==> config.mk <==
export PLATFORM = sky130hd
export DESIGN_NAME = winner_policy_ng
export DESIGN_NICKNAME = d
export VERILOG_FILES = /design/src/rtl/winner_policy_ng.sv
export SDC_FILE = /design/constraint.sdc
export NUM_CORES = 1
export LEC_CHECK = 0
export CORE_MARGIN = 8
export CORE_UTILIZATION = 39
export DETAILED_ROUTE_END_ITERATION = 8
export PLACE_DENSITY = 0.78
export SYNTH_ARGS = -nofsm -noshare
export SYNTH_HDL_FRONTEND = slang
export SYNTH_SLANG_ARGS = --single-unit
==> constraint.sdc <==
create_clock -name clock -period 1.85 [get_ports clock]
set_clock_uncertainty 0.05 [all_clocks]
set_input_delay 0.37 -clock clock [delete_from_list [all_inputs] [get_ports clock]]
set_output_delay 0.37 -clock clock [all_outputs]
set_load 0.02 [all_outputs]
==> src/rtl/winner_policy_ng.sv <==
`default_nettype none
// winner_policy_ng: epsilon-greedy next-hop selector over NUM_NEIGHBORS streamed entries.
// Random-explore path (LFSR + ID table) is built only when WINNER_POLICY_EXPLORE_EN is defined.
module winner_policy_ng #(
  parameter int          VAL_WIDTH     = 16,
  parameter int          ID_WIDTH      = 16,
  parameter int          NUM_NEIGHBORS = 8,
  parameter int          IDX_WIDTH     = 3,
  parameter logic [15:0] LFSR_SEED     = 16'hACE1
) (
  input  logic                 clock,
  input  logic                 nreset,
  input  logic [15:0]          epsilon,
  input  logic [VAL_WIDTH-1:0] my_best,
  input  logic [ID_WIDTH-1:0]  my_besthop,
  input  logic [ID_WIDTH-1:0]  my_node_id,
  input  logic                 done_prev,
  input  logic                 nbr_valid,
  input  logic [VAL_WIDTH-1:0] nbr_value,
  input  logic [ID_WIDTH-1:0]  nbr_id,
  output logic                 nbr_ready,
  output logic                 busy,
  output logic                 done,
  output logic [ID_WIDTH-1:0]  nexthop,
  output logic                 explored
);

  typedef enum logic [1:0] {
    S_IDLE    = 2'd0,
    S_COLLECT = 2'd1,
    S_DECIDE  = 2'd2
  } state_t;

  state_t               r_state;
  state_t               w_state_next;
  logic [IDX_WIDTH-1:0] r_cnt;
  logic [VAL_WIDTH-1:0] r_best_val;
  logic [ID_WIDTH-1:0]  r_best_hop;
  logic [ID_WIDTH-1:0]  r_node_id_unused;
  logic [ID_WIDTH-1:0]  r_nexthop;
  logic                 r_done;
  logic                 r_explored;
  logic                 w_start;
  logic                 w_accept;
  logic                 w_last;
  logic                 w_explore;
  logic [ID_WIDTH-1:0]  w_pick_hop;

  assign w_start  = (r_state == S_IDLE) && done_prev;
  assign w_accept = (r_state == S_COLLECT) && nbr_valid;
  assign w_last   = w_accept && (r_cnt == IDX_WIDTH'(NUM_NEIGHBORS - 1));

  always_ff @(posedge clock or negedge nreset) begin
    if (!nreset) r_state <= S_IDLE;
    else         r_state <= w_state_next;
  end

  always_comb begin
    w_state_next = r_state;
    unique case (r_state)
      S_IDLE:    if (done_prev) w_state_next = S_COLLECT;
      S_COLLECT: if (w_last)    w_state_next = S_DECIDE;
      S_DECIDE:                 w_state_next = S_IDLE;
      default:                  w_state_next = S_IDLE;
    endcase
  end

  // Strict less-than: the local hop survives ties, and the earliest equal neighbour wins.
  always_ff @(posedge clock or negedge nreset) begin
    if (!nreset) begin
      r_cnt            <= '0;
      r_best_val       <= '0;
      r_best_hop       <= '0;
      r_node_id_unused <= '0;
    end else if (w_start) begin
      r_cnt            <= '0;
      r_best_val       <= my_best;
      r_best_hop       <= my_besthop;
      r_node_id_unused <= my_node_id;
    end else if (w_accept) begin
      r_cnt <= r_cnt + 1'b1;
      if (nbr_value < r_best_val) begin
        r_best_val <= nbr_value;
        r_best_hop <= nbr_id;
      end
    end
  end

`ifdef WINNER_POLICY_EXPLORE_EN
  localparam logic [15:0] LFSR_INIT = (LFSR_SEED == 16'h0000) ? 16'h0001 : LFSR_SEED;

  logic [15:0]         r_lfsr;
  logic [15:0]         r_eps;
  logic [ID_WIDTH-1:0] r_tbl [NUM_NEIGHBORS];

  always_ff @(posedge clock or negedge nreset) begin
    if (!nreset) begin
      r_lfsr <= LFSR_INIT;
      r_eps  <= '0;
    end else begin
      r_lfsr <= {r_lfsr[14:0], r_lfsr[15] ^ r_lfsr[13] ^ r_lfsr[12] ^ r_lfsr[10]};
      if (w_start) r_eps <= epsilon;
    end
  end

  always_ff @(posedge clock) begin
    if (w_accept) r_tbl[r_cnt] <= nbr_id;
  end

  assign w_explore  = (r_lfsr <= r_eps);
  assign w_pick_hop = w_explore ? r_tbl[r_lfsr[IDX_WIDTH-1:0]] : r_best_hop;
`else
  logic [15:0]         w_unused_epsilon;
  logic [ID_WIDTH-1:0] w_unused_nbr_id;

  assign w_unused_epsilon = epsilon;
  assign w_unused_nbr_id  = nbr_id;
  assign w_explore        = 1'b0;
  assign w_pick_hop       = r_best_hop;
`endif

  always_ff @(posedge clock or negedge nreset) begin
    if (!nreset) begin
      r_done     <= 1'b0;
      r_nexthop  <= '0;
      r_explored <= 1'b0;
    end else if (r_state == S_DECIDE) begin
      r_done     <= 1'b1;
      r_nexthop  <= w_pick_hop;
      r_explored <= w_explore;
    end else begin
      r_done <= 1'b0;
    end
  end

  assign busy      = (r_state != S_IDLE);
  assign nbr_ready = (r_state == S_COLLECT);
  assign done      = r_done;
  assign nexthop   = r_nexthop;
  assign explored  = r_explored;

endmodule
`default_nettype wire

==> results of run 1 <==
## through the flow
| step | setup TNS (ps) | cell area (um^2) | total power [uW] | cells |
|---|---|---|---|---|
| detailed placement | -22220 | 3970 | 4940 | 447 |
| CTS | -7710 | 4230 | 6120 | 461 |
| global placement | -22230 | 3970 | 4830 | 447 |
| finish | -7600 | 4250 | 6120 | 461 |
| global route | -9250 | 4250 | 6530 | 461 |
| floorplan | -3100 | 2850 | 3760 | 253 |
## synthesized netlist by cell type (all sizes together)
| master | n | area share, % |
|---|---|---|
| dfrtp | 54 | 48 |
| nand2 | 51 | 6.8 |
| mux2 | 32 | 13 |
| mux2i | 30 | 11 |
| inv | 18 | 2.4 |
| ha | 17 | 7.6 |
| buf | 8 | 2.0 |
| clkbuf | 5 | 0.67 |
| o21ai | 5 | 1.3 |
| nand4 | 4 | 0.89 |
| a21oi | 3 | 0.53 |
| nand2b | 3 | 0.67 |
| nor2 | 3 | 0.40 |
| a22o | 2 | 0.62 |
| and2 | 2 | 0.45 |
| nor3 | 2 | 0.36 |
| o211ai | 2 | 0.53 |
| a2111o | 1 | 0.40 |
| a211oi | 1 | 0.27 |
| a31o | 1 | 0.31 |
| a31oi | 1 | 0.22 |
| and3 | 1 | 0.22 |
| and3b | 1 | 0.31 |
| conb | 1 | 0.13 |
| nand3 | 1 | 0.18 |
| nor2b | 1 | 0.22 |
| o21ba | 1 | 0.36 |
| or3b | 1 | 0.31 |
| xnor2 | 1 | 0.31 |
## sequential cells by signal (all words and copies together) (netlist names)
name,count
nexthop,16
r_state,2
r_best_hop,16
done,1
r_best_val,16
r_cnt,3
## worst paths after layout
check | slack, ps | cells past startpoint | endpoint | start
min in group clock | 460 | 1 | nexthop[5] | r_best_hop[5]
worst max register to register | -310 | 8 | r_best_hop[14] | r_best_val[1]
worst min-delay path | 5 | 1 | r_best_val[2] | nreset
worst min register to register | 460 | 1 | nexthop[5] | r_best_hop[5]
max in group asynchronous | 1160 | 2 | nexthop[12] | nreset
worst max-delay path | -310 | 8 | r_best_hop[14] | r_best_val[1]
## layer usage
metal  wire length, um  global-route usage, %  vias to the layer above  share of wire, %
met5                 0                      0                        -                 0
li1                  -                      -                     1071                 -
met1              3190                   17.8                     1047                45
met2              3400                   23.7                       66                48
met4                55                   3.26                        0              0.78
met3               398                   4.14                        4               5.7
## critical path, cell delays in order (launching register included)
cell and delay (ps):
dfrtp_1 390, inv_2 80, ha_4 190, a2111o_1 350, a31o_1 250, o21ai_4 180, buf_6 140, buf_12 130
mux2_4 300
## area by class of cell
cell class	count	area, um^2
Inverter	18	67.6
Timing Repair Buffer	114	1130
Sequential cell	54	1350
Tap cell	99	124
Fill cell	573	2850
Clock buffer	5	68.8
Clock inverter	3	25.0
Multi-Input combinational cell	168	1480
## logic make-up (layout without fill, tap and decap cells)
group                    Yosys count  in the layout  synth area share [%]
multiplexers                      62             62                  23.5
adder cells (fa/ha/maj)           17             17                  7.57
XOR/XNOR                           1              1                 0.312
AND/OR/NAND/NOR                   70             70                  10.8
flip-flops                        54             54                  48.1
buffers and inverters             31            140                  5.03
other                              1              1                 0.133
AO/OA/AOI/OAI                     17             17                  4.54
## timing repair
action                                  in CTS  in global routing
cloned                                       1                  0
endpoints found under the setup margin      34                 33
setup buffers                                5                  2
pin swaps                                   14                  6
gates resized for setup                     45                 11
hold buffers                                 0                  0
## report_power, final
group	internal [uW]	switching, uW
clock network	274	403
logic	1960	1460
registers	1750	270
total	3980	2130
==> summary.md, run 1 <==
| Metric | Value |
|---|---|
| Placer Congestion | 0.792 |
| Layout Utilization | 59.9% |
| Gr usage total | 14.3% |
| Number of CTS-inserted buffers | 5 |
| Nets | about 480 |
| Syn Inst Count | roughly 250 |
| HPWL after DPL | between 5000 and 6000 um |
| Period utilization | 117% |
| Routed Antenna Nets | 0 |
| Clock sinks | 54 |
| Area Overhead vs Synth | 51.2% |
| Pin count of the biggest net entering global routing | 32 |
| DR iter-0 viols | 70 |
| CP endpoint kind | flip-flop |
| WP data arrival | 2300 ps |
| Synth Cell Area | 2810 um^2 |
| Mapped Avg Cell Area | around 11 um^2 |
| Total congestion overflow | 0 |
| Synthesized net count | 370 |
| Number of port buffers | 86 |
| Tightest hold margin | around 4.8 ps |
| Rows | 31 |
| Setup Viol. Count Final | 32 |
| H-tree levels | 2 |
| IO Pins | 120 |
| Pleak | between 0.0015 and 0.002 uW |
| Pwr dens | 1440 nW/um^2 |
| Sequential share of the synthesized area | 48.1% |
| Worst setup path category | flip-flop to flip-flop |
| Clk pin slew, worst setup/hold paths | approximately 100 ps |
| Vias per cell | 4.75 |
| Worst-Margin Slew | just over 600 ps |
| Worst-case clock buffer depth | 2 |
| Critical Path Start Type | flip-flop |
| Fin. max-slew vios | 0 |
| Yosys synthesis warning count | 0 |
| First-pass GRT wire length | ~12000 um |
| Worst Hold Class | primary input to asynchronous set/reset pin |
| Yosys cell types | 34 |
| Rel. slew slack | just under 60% |
| Total Wirelength | 7040 um |
| CORE AREA | roughly 7100 um^2 |
| Layout cells sized above 1 | about a quarter |
| WL/cell | ~15 um |
| Max VDD drop | between 500 and 600 uV |
| Initial antenna violation count | 0 |
| Worst-path fanout max | 8 |
| Final setup margin | -306 ps |
| Violated checks | setup timing |
| Register bit total from synthesis | between 50 and 60 |
| Max-Cap Viols | 0 |
| Pre-CTS setup slack | -741 ps |
| DRC | 0 |
| Die area | 10200 um^2 |
| Fmax | between 400 and 500 MHz |
| Root buf cell | clkbuf_8 |
| Crit path time final | 2160 ps |
| Most common cell after layout, fill and taps aside | clkdlybuf4s50_1 |
| RSZ-0062 raised after global routing | yes |
| WP data required | approximately 2000 ps |
| Via count | between 2000 and 2500 |
| DRT Pass-1 Iters | 4 |
| Die W | around 100 um |
| Outcome | finished with violations |
| Die Ht | a little over 100 um |
| CTS tree | done |
| Initial Util | 39.6% |
| Worst-skew pair later-pin latency | ~310 ps |
| Final Hold Vio Count | 0 |
| Number of diodes | 0 |
| Number of global-route vias before repair | 2307 |
| Commonest cells after routing, fill and taps aside | 69 x clkdlybuf4s50_1, 54 x dfrtp_1, 51 x nand2_1 |
(Power assumes the default switching activity.)
==> run 2: changes to the inputs <==
--- a/config.mk
+++ b/config.mk
@@ -5,6 +5,7 @@
 export SDC_FILE = /design/constraint.sdc
 export NUM_CORES = 1
 export LEC_CHECK = 0
+export CORE_ASPECT_RATIO = 1.2
 export CORE_MARGIN = 8
 export CORE_UTILIZATION = 39
 export DETAILED_ROUTE_END_ITERATION = 8
==> summary.md, run 2 (synthesis results as in run 1) <==
| Metric | Value |
|---|---|
| Pwr dens | 1450 nW/um^2 |
| Multi-input gate area | between 1000 and 1500 um^2 |
| WP data arrival | 2310 ps |
| Worst-case clock buffer depth | 2 |
| Critical Path Start Type | primary input |
| Commonest cells after routing, fill and taps aside | 69 x clkdlybuf4s50_1, 54 x dfrtp_1, 51 x nand2_1 |
| Register area | roughly 1400 um^2 |
| Layout cells sized above 1 | around a quarter |
| Gr usage total | between 10 and 15% |
| Tightest hold margin | 423 ps |
| Filler instances | between 500 and 600 |
| Initial Util | 39.6% |
| Pin count of the biggest net entering global routing | 33 |
| DRT Pass-1 Iters | 4 |
| Crit-path slowest cell | clkdlybuf4s50_1 |
| Outcome | finished with violations |
| H-tree levels | 2 |
| IO Pins | 120 |
| Total Wirelength | 7270 um |
| Violated checks | setup timing |
| First-pass GRT wire length | roughly 12000 um |
| Period utilization | 117% |
| CORE AREA | approximately 7100 um^2 |
| Crit path time final | ~2200 ps |
| Worst setup path category | primary input to flip-flop |
| Placer Congestion | ~0.76 |
| Number of diodes | 0 |
| DRC | 0 |
| Die area | roughly 10000 um^2 |
| Power, Total | slightly above 6000 uW |
| Fin. max-slew vios | 0 |
| Final Cell Area | 4260 um^2 |
| HPWL after DPL | a little over 5000 um |
| Via count | 2189 |
| CP max stage delay | 490 ps |
| Clk pin slew, worst setup/hold paths | roughly 110 ps |
| Routed Antenna Nets | 0 |
| WP data required | 1980 ps |
| Worst-path fanout max | 5 |
| RSZ-0062 raised after global routing | yes |
| Clock sinks | 54 |
| Number of port buffers | 86 |
| Nets | ~480 |
| Pleak | roughly 0.002 uW |
| Reg power frac | between 30% and 40% |
| Worst Hold Class | primary input to asynchronous set/reset pin |
| CP endpoint kind | flip-flop |
| Post-DP Area | 3940 um^2 |
| Fmax | 460 MHz |
| Final Hold Vio Count | 0 |
| Switching power total | between 2000 and 2500 uW |
| Clk pwr share | between 10% and 20% |
| Die Ht | between 100 and 150 um |
| Worst-path cell chain | clkdlybuf4s50_1, ha_1, nand4_1, a31oi_1, o21ba_2, o21ai_4, buf_6, buf_12, mux2_4 |
| WL/cell | approximately 16 um |
| Root buf cell | clkbuf_8 |
| Initial antenna violation count | 0 |
| Worst-skew pair later-pin latency | a little over 300 ps |
| Number of global-route vias before repair | ~2500 |
| Rows | 34 |
| Area Overhead vs Synth | 51.4% |
| Internal power | between 4000 and 5000 uW |
| Sw Share | between 30% and 40% |
| Setup Viol. Count Final | 32 |
| Number of CTS-inserted buffers | 5 |
| Vias per cell | ~4.8 |
| Total congestion overflow | 0 |
| DR iter-0 viols | between 40 and 50 |
| Max-Cap Viols | 0 |
| Die W | 93.5 um |
| Final setup margin | -322 ps |
| CTS tree | done |
| Max VDD drop | 764 uV |
| Worst R2R Setup Slack | -310 ps |
| Combinational share of power | 56.4% |
| Most common cell after layout, fill and taps aside | clkdlybuf4s50_1 |
run 2: cell types whose count changed in the layout (fill, tap and decap cells not counted), moves of 2 or more:
cell and delta:
buf_4 +4, ha_1 +2, inv_1 +2, inv_2 -2
run 2: repair_timing:
item,in CTS,in global routing
setup buffers,5,3
gates cloned,2,1
endpoints found under the hold margin,8,0
endpoints found under the setup margin,34,33
pin swaps,17,3
hold buffers,1,0
resized for setup,44,6
run 2: final timing paths:
check	start	to	depth (start not counted)
worst max-delay path	nbr_value[5]	r_best_hop[4]	9
worst min-delay path	nreset	r_best_val[12]	2
worst min register to register	r_best_hop[14]	r_best_hop[14]	1
worst max register to register	r_best_val[13]	r_best_hop[4]	9
max in group asynchronous	nreset	r_state[1]	3
min in group clock	r_best_hop[14]	r_best_hop[14]	1
run 2: metrics by stage:
step	setup TNS, ps	instances	util, %	worst slack (ps)
2_1_floorplan	-3100	253	-	-180
3_3_place_gp	-22310	439	55.5	-746
3_5_place_dp	-23000	439	55.5	-771
4_1_cts	-8690	455	59.7	-321
5_1_grt	-10880	456	59.9	-392
6_report	-8220	456	59.9	-322
run 2: layout make-up:
| type | count | share of cell area (%) |
|---|---|---|
| repair buffers | 118 | 27.4 |
| well taps | 90 | 2.65 |
| multi-input cells | 168 | 34.5 |
| clock inverters | 3 | 0.559 |
| flip-flops and latches | 54 | 31.8 |
| inverters | 18 | 1.59 |
| clock buffers | 5 | 1.62 |
run 2: critical path, delay by kind of cell:
family	cells	cell delay [ps]
mux	1	300
buf+inv	3	760
compound gates	3	540
simple gates	1	90
fa+ha+maj	1	250
run 2: power by group through the flow:
stage | clock (uW) | combinational, uW | sequential [uW]
floorplan | 0 | 1590 | 2170
CTS | 691 | 3450 | 2010
global placement | 0 | 2800 | 2000
finish | 670 | 3480 | 2020
detailed placement | 0 | 2890 | 2020
global route | 740 | 3770 | 2080
run 2: routing by layer:
layer  part of all wire (%)  routed length (um)  track usage, %
met1                     40                2940            16.2
met4                    1.0                  73            3.11
met5                      0                   0               0
met3                    6.1                 446            3.86
met2                     52                3810            26.5
==> RTL edit 1 (flow settings as in run 2) <==
The parameter `IDX_WIDTH` goes from 3 to 4.
--- a/src/rtl/winner_policy_ng.sv
+++ b/src/rtl/winner_policy_ng.sv
@@ -5,7 +5,7 @@
   parameter int          VAL_WIDTH     = 16,
   parameter int          ID_WIDTH      = 16,
   parameter int          NUM_NEIGHBORS = 8,
-  parameter int          IDX_WIDTH     = 3,
+  parameter int          IDX_WIDTH     = 4,
   parameter logic [15:0] LFSR_SEED     = 16'hACE1
 ) (
   input  logic                 clock,
Function: same outputs for any inputs over 10 cycles, from zero or initial values and one cycle with nreset low; that may be too few to reach the edited logic, so the function may still have changed.
==> RTL edit 1 against run 2 <==
- power grew 0.46%
- global-route usage shrank 0.35 points
- area after synthesis grew 1.5%
- sequential cell count grew 1
- design area grew 1.1%
- wire length shrank 3.3%
- die area grew 1.2%
- setup slack gained 0.0038 ns
- first-iteration DRC count grew 37%
- the run still ends with setup timing left
==> RTL edit 1: results (changes against run 2) <==
----------------------------------------------------
[Power]
  Power drawn by the combinational cells ... 3.44 mW (-1%)
  Internal power of the cells ... 4.01 mW (about the same)
  Clock group total power ... 712 µW (+6.3%)
  Worst vdd rail ir drop ... 0.655 mV (-14%)
  Static power due to leakage ... 2.01 nW (+0.20%)
  Gate power share ... 55.6% (-0.8 points)

[Yosys]
  Synth Area in Compound Gates ... 4.43% (-0.11 points)
  Leading cell types by total area after synthesis ... sky130_fd_sc_hd__dfrtp_1, sky130_fd_sc_hd__mux2i_1, sky130_fd_sc_hd__ha_1
  Post-Syn Area per Cell ... 11.0 µm² (-1.3%)

[Route]
  Wirelength, routed ... 7030 µm (-3.3%)
  Mean number of vias per cell ... 4.82 (+0.32%)
  Overall via count from detail_route ... 2220 (+1.4%)
  DRT met1 WL ... 2890 µm (-2.0%)
  Met3 wire len ... 507 µm (+14%)

[STA]
  Final-report setup violation count ... 32 (unchanged)
  Fin worst setup slack ... -0.318 ns (+0.00383 ns)

[Global routing]
  First-pass GRT wire length ... 11600 µm (-1.1%)
  Overall Global Routing Usage ... 14.1% (-0.35 points)
  Met2 GRT Util ... 25.3% (-1.3 points)
  Met3 layer usage reported by global route ... 4.03% (+0.17 points)
  Number of global-route vias before repair ... 2436 (-1.5%)
  Maximum number of pins on one net before global-route repair ... 30 (-9.1%)

[Place]
  Final Wtd Congestion ... 0.796 (+5.3%)
  Post-detailed-placement cell area ... 4020 µm² (+2.0%)
  Pre-CTS setup slack ... -0.793 ns (-0.0216 ns)
  Half-perimeter wire length after placement ... 5300 µm (+2.3%)
  Number of cells after detailed placement ... 448 (+2.1%)

[Final layout]
  Share of post-route cells with drive strength above 1 ... 24.6% (+0.28 points)
  Net count, final ... 485 (+0.62%)
  Reg area ... 1380 µm² (+1.9%)

[Outcome]
  Violated checks ... setup timing
  Result of the run ... finished, violations left

[Clock tree]
  Number of buffers inserted to repair setup after CTS ... 4 (-1)

[Critical path]
  End of the worst register-to-register path ... r_best_hop[7]

----------------------------------------------------
[RTL edit 1: changes by cell type after synthesis, sizes merged, moves of 2 or more]
cell	before	now
nand3	1	4
a21oi	3	5
a22o	2	0
nand2	51	53
xor2	0	2
[RTL edit 1: cell type report]
class                      instances  area share, %
sequential                        55           32.0
timing repair buffer             115           25.9
inverter                          18           1.57
tap                               90           2.62
clock buffer                       6           1.92
multi-input combinational        174           35.6
antenna                            1         0.0581
clock inverter                     2          0.378
[RTL edit 1: worst max-delay path, cell delays in order]
cell and delay (ns):
sky130_fd_sc_hd__clkdlybuf4s50_1 0.46, sky130_fd_sc_hd__ha_4 0.30, sky130_fd_sc_hd__nand4_1 0.16, sky130_fd_sc_hd__a31oi_1 0.18, sky130_fd_sc_hd__o21ba_2 0.20, sky130_fd_sc_hd__o21ai_4 0.09
sky130_fd_sc_hd__buf_6 0.14, sky130_fd_sc_hd__buf_12 0.13, sky130_fd_sc_hd__mux2_4 0.29
==> RTL edit 2 (flow settings as in run 2) <==
Made on the original files. The 3 states of `state_t` get a one-hot encoding in 3 bits.
--- a/src/rtl/winner_policy_ng.sv
+++ b/src/rtl/winner_policy_ng.sv
@@ -25,10 +25,10 @@
   output logic                 explored
 );
 
-  typedef enum logic [1:0] {
-    S_IDLE    = 2'd0,
-    S_COLLECT = 2'd1,
-    S_DECIDE  = 2'd2
+  typedef enum logic [2:0] {
+    S_IDLE    = 3'b001,
+    S_COLLECT = 3'b010,
+    S_DECIDE  = 3'b100
   } state_t;
 
   state_t               r_state;
Behaviour: no difference found for any inputs over 10 cycles, from zero or initial values and one cycle with nreset low; not proved beyond that.
==> RTL edit 2 against run 2 <==
- the flow finishes with violations (hold timing, setup timing)
- setup slack worse by 0.10 ns
- wire length down 2.3%
- sequential power decreased by 11%
- utilization increased by 1.3 points
- area after synthesis increased by 1.8%
- sequential cell count up 1
- count of clock-buffer cells in the layout stayed put
- fmax shrank 4.4%
- register-to-register slack got worse by 0.11 ns
- power decreased by 14%
- design area grew 3.5%
- combinational power fell by 21%
- critical endpoint is now r_best_hop[5]
- largest power group unchanged
==> RTL edit 2: results (changes against run 2) <==
----------------------------------------------------
[Outcome]
  Result of the run ... finished, violations left
  Violated checks ... hold timing, setup timing

[Global routing]
  Maximum number of pins on one net before global-route repair ... 56 (+70%)
  First-pass GRT wire length ... 11700 µm (+0.17%)
  Met2 GRT Util ... 24.9% (-1.7 points)
  Number of global-route vias before repair ... 2426 (-1.9%)
  Overall Global Routing Usage ... 14.2% (-0.26 points)

[Critical path]
  Arr. time, crit path ... 2.41 ns (+0.10 ns)
  Reg2reg path depth ... 8 (-1)
  Worst flop-to-flop path startpoint ... r_best_val[11]
  Maximum fanout along the worst path ... 6 (+1)
  Critical setup path kind ... register to register

[STA]
  Final hold violations ... 15 (+15)
  Final-report setup violation count ... 32 (unchanged)
  Setup Total Neg Slack ... -12.50 ns (-4.28 ns)
  Final hold slack ... -0.0123 ns (-0.435 ns)
  Fin worst setup slack ... -0.422 ns (-0.100 ns)

[Power]
  Worst vdd rail ir drop ... 0.548 mV (-28%)
  Static power due to leakage ... 1.98 nW (-0.95%)

[Place]
  Post-detailed-placement cell area ... 3990 µm² (+1.4%)
  Pre-CTS setup slack ... -0.924 ns (-0.153 ns)
  Half-perimeter wire length after placement ... 5150 µm (-0.57%)
  Number of cells after detailed placement ... 413 (-5.9%)

[Yosys]
  Synthesized netlist net count ... 341 (-7.8%)
  Fraction of the yosys area taken by sequential cells ... 48.2% (+0.077 points)

[Final layout]
  Final instance count without filler cells ... 432 (-5.3%)
  Net count, final ... 459 (-4.8%)
  Share of post-route cells with drive strength above 1 ... 33.3% (+9.0 points)

[Route]
  Violation count after the first detailed-routing iteration ... 62 (+27%)

----------------------------------------------------
[RTL edit 2: worst max-delay path: stages, from the launching register on]
cell and delay [ns]:
sky130_fd_sc_hd__dfrtp_1 0.36, sky130_fd_sc_hd__inv_2 0.06, sky130_fd_sc_hd__ha_4 0.26, sky130_fd_sc_hd__nand4_1 0.16, sky130_fd_sc_hd__or3_4 0.42, sky130_fd_sc_hd__a221oi_4 0.25
sky130_fd_sc_hd__o31ai_4 0.13, sky130_fd_sc_hd__buf_6 0.17, sky130_fd_sc_hd__mux2_4 0.29
[RTL edit 2: layer usage]
metal	vias to the layer above	share of wire, %
met3	6	7.4
li1	1030	-
met1	1057	41
met2	77	50
met5	-	0
met4	0	0.86
[RTL edit 2: power by group through the flow]
stage	Sequential, mW	Clock (mW)	Combinational, mW
6_report	1.79	0.783	2.74
5_1_grt	1.84	0.858	3.00
4_1_cts	1.78	0.797	2.77
3_5_place_dp	1.79	0	2.14
3_3_place_gp	1.77	0	2.07
2_1_floorplan	1.75	0	1.43
[RTL edit 2: cell type report]
cell class	instances	area, µm²
sequential	55	1380
fill	576	2790
tap	90	113
inverter	19	71.3
clock inverter	2	37.5
clock buffer	5	68.8
multi-input combinational	141	1540
timing repair buffer	120	1190
[RTL edit 2: cells by family after synthesis]
kind of cell               Yosys count  share of synthesized area [%]
DFF                                 55                           48.2
adders and majority gates           17                           7.44
other                                1                          0.131
AOI/OAI and AO/OA                   19                           5.25
and+or+nand+nor                     28                           5.60
muxes                               76                           28.5
buffers and inverters               28                           4.90
[RTL edit 2: repair_timing]
action | in CTS | in global routing
buffers inserted | 13 | 1
pin swaps | 14 | 6
gates resized for setup | 57 | 7
setup endpoints to repair | 36 | 37
gates cloned | 1 | 1
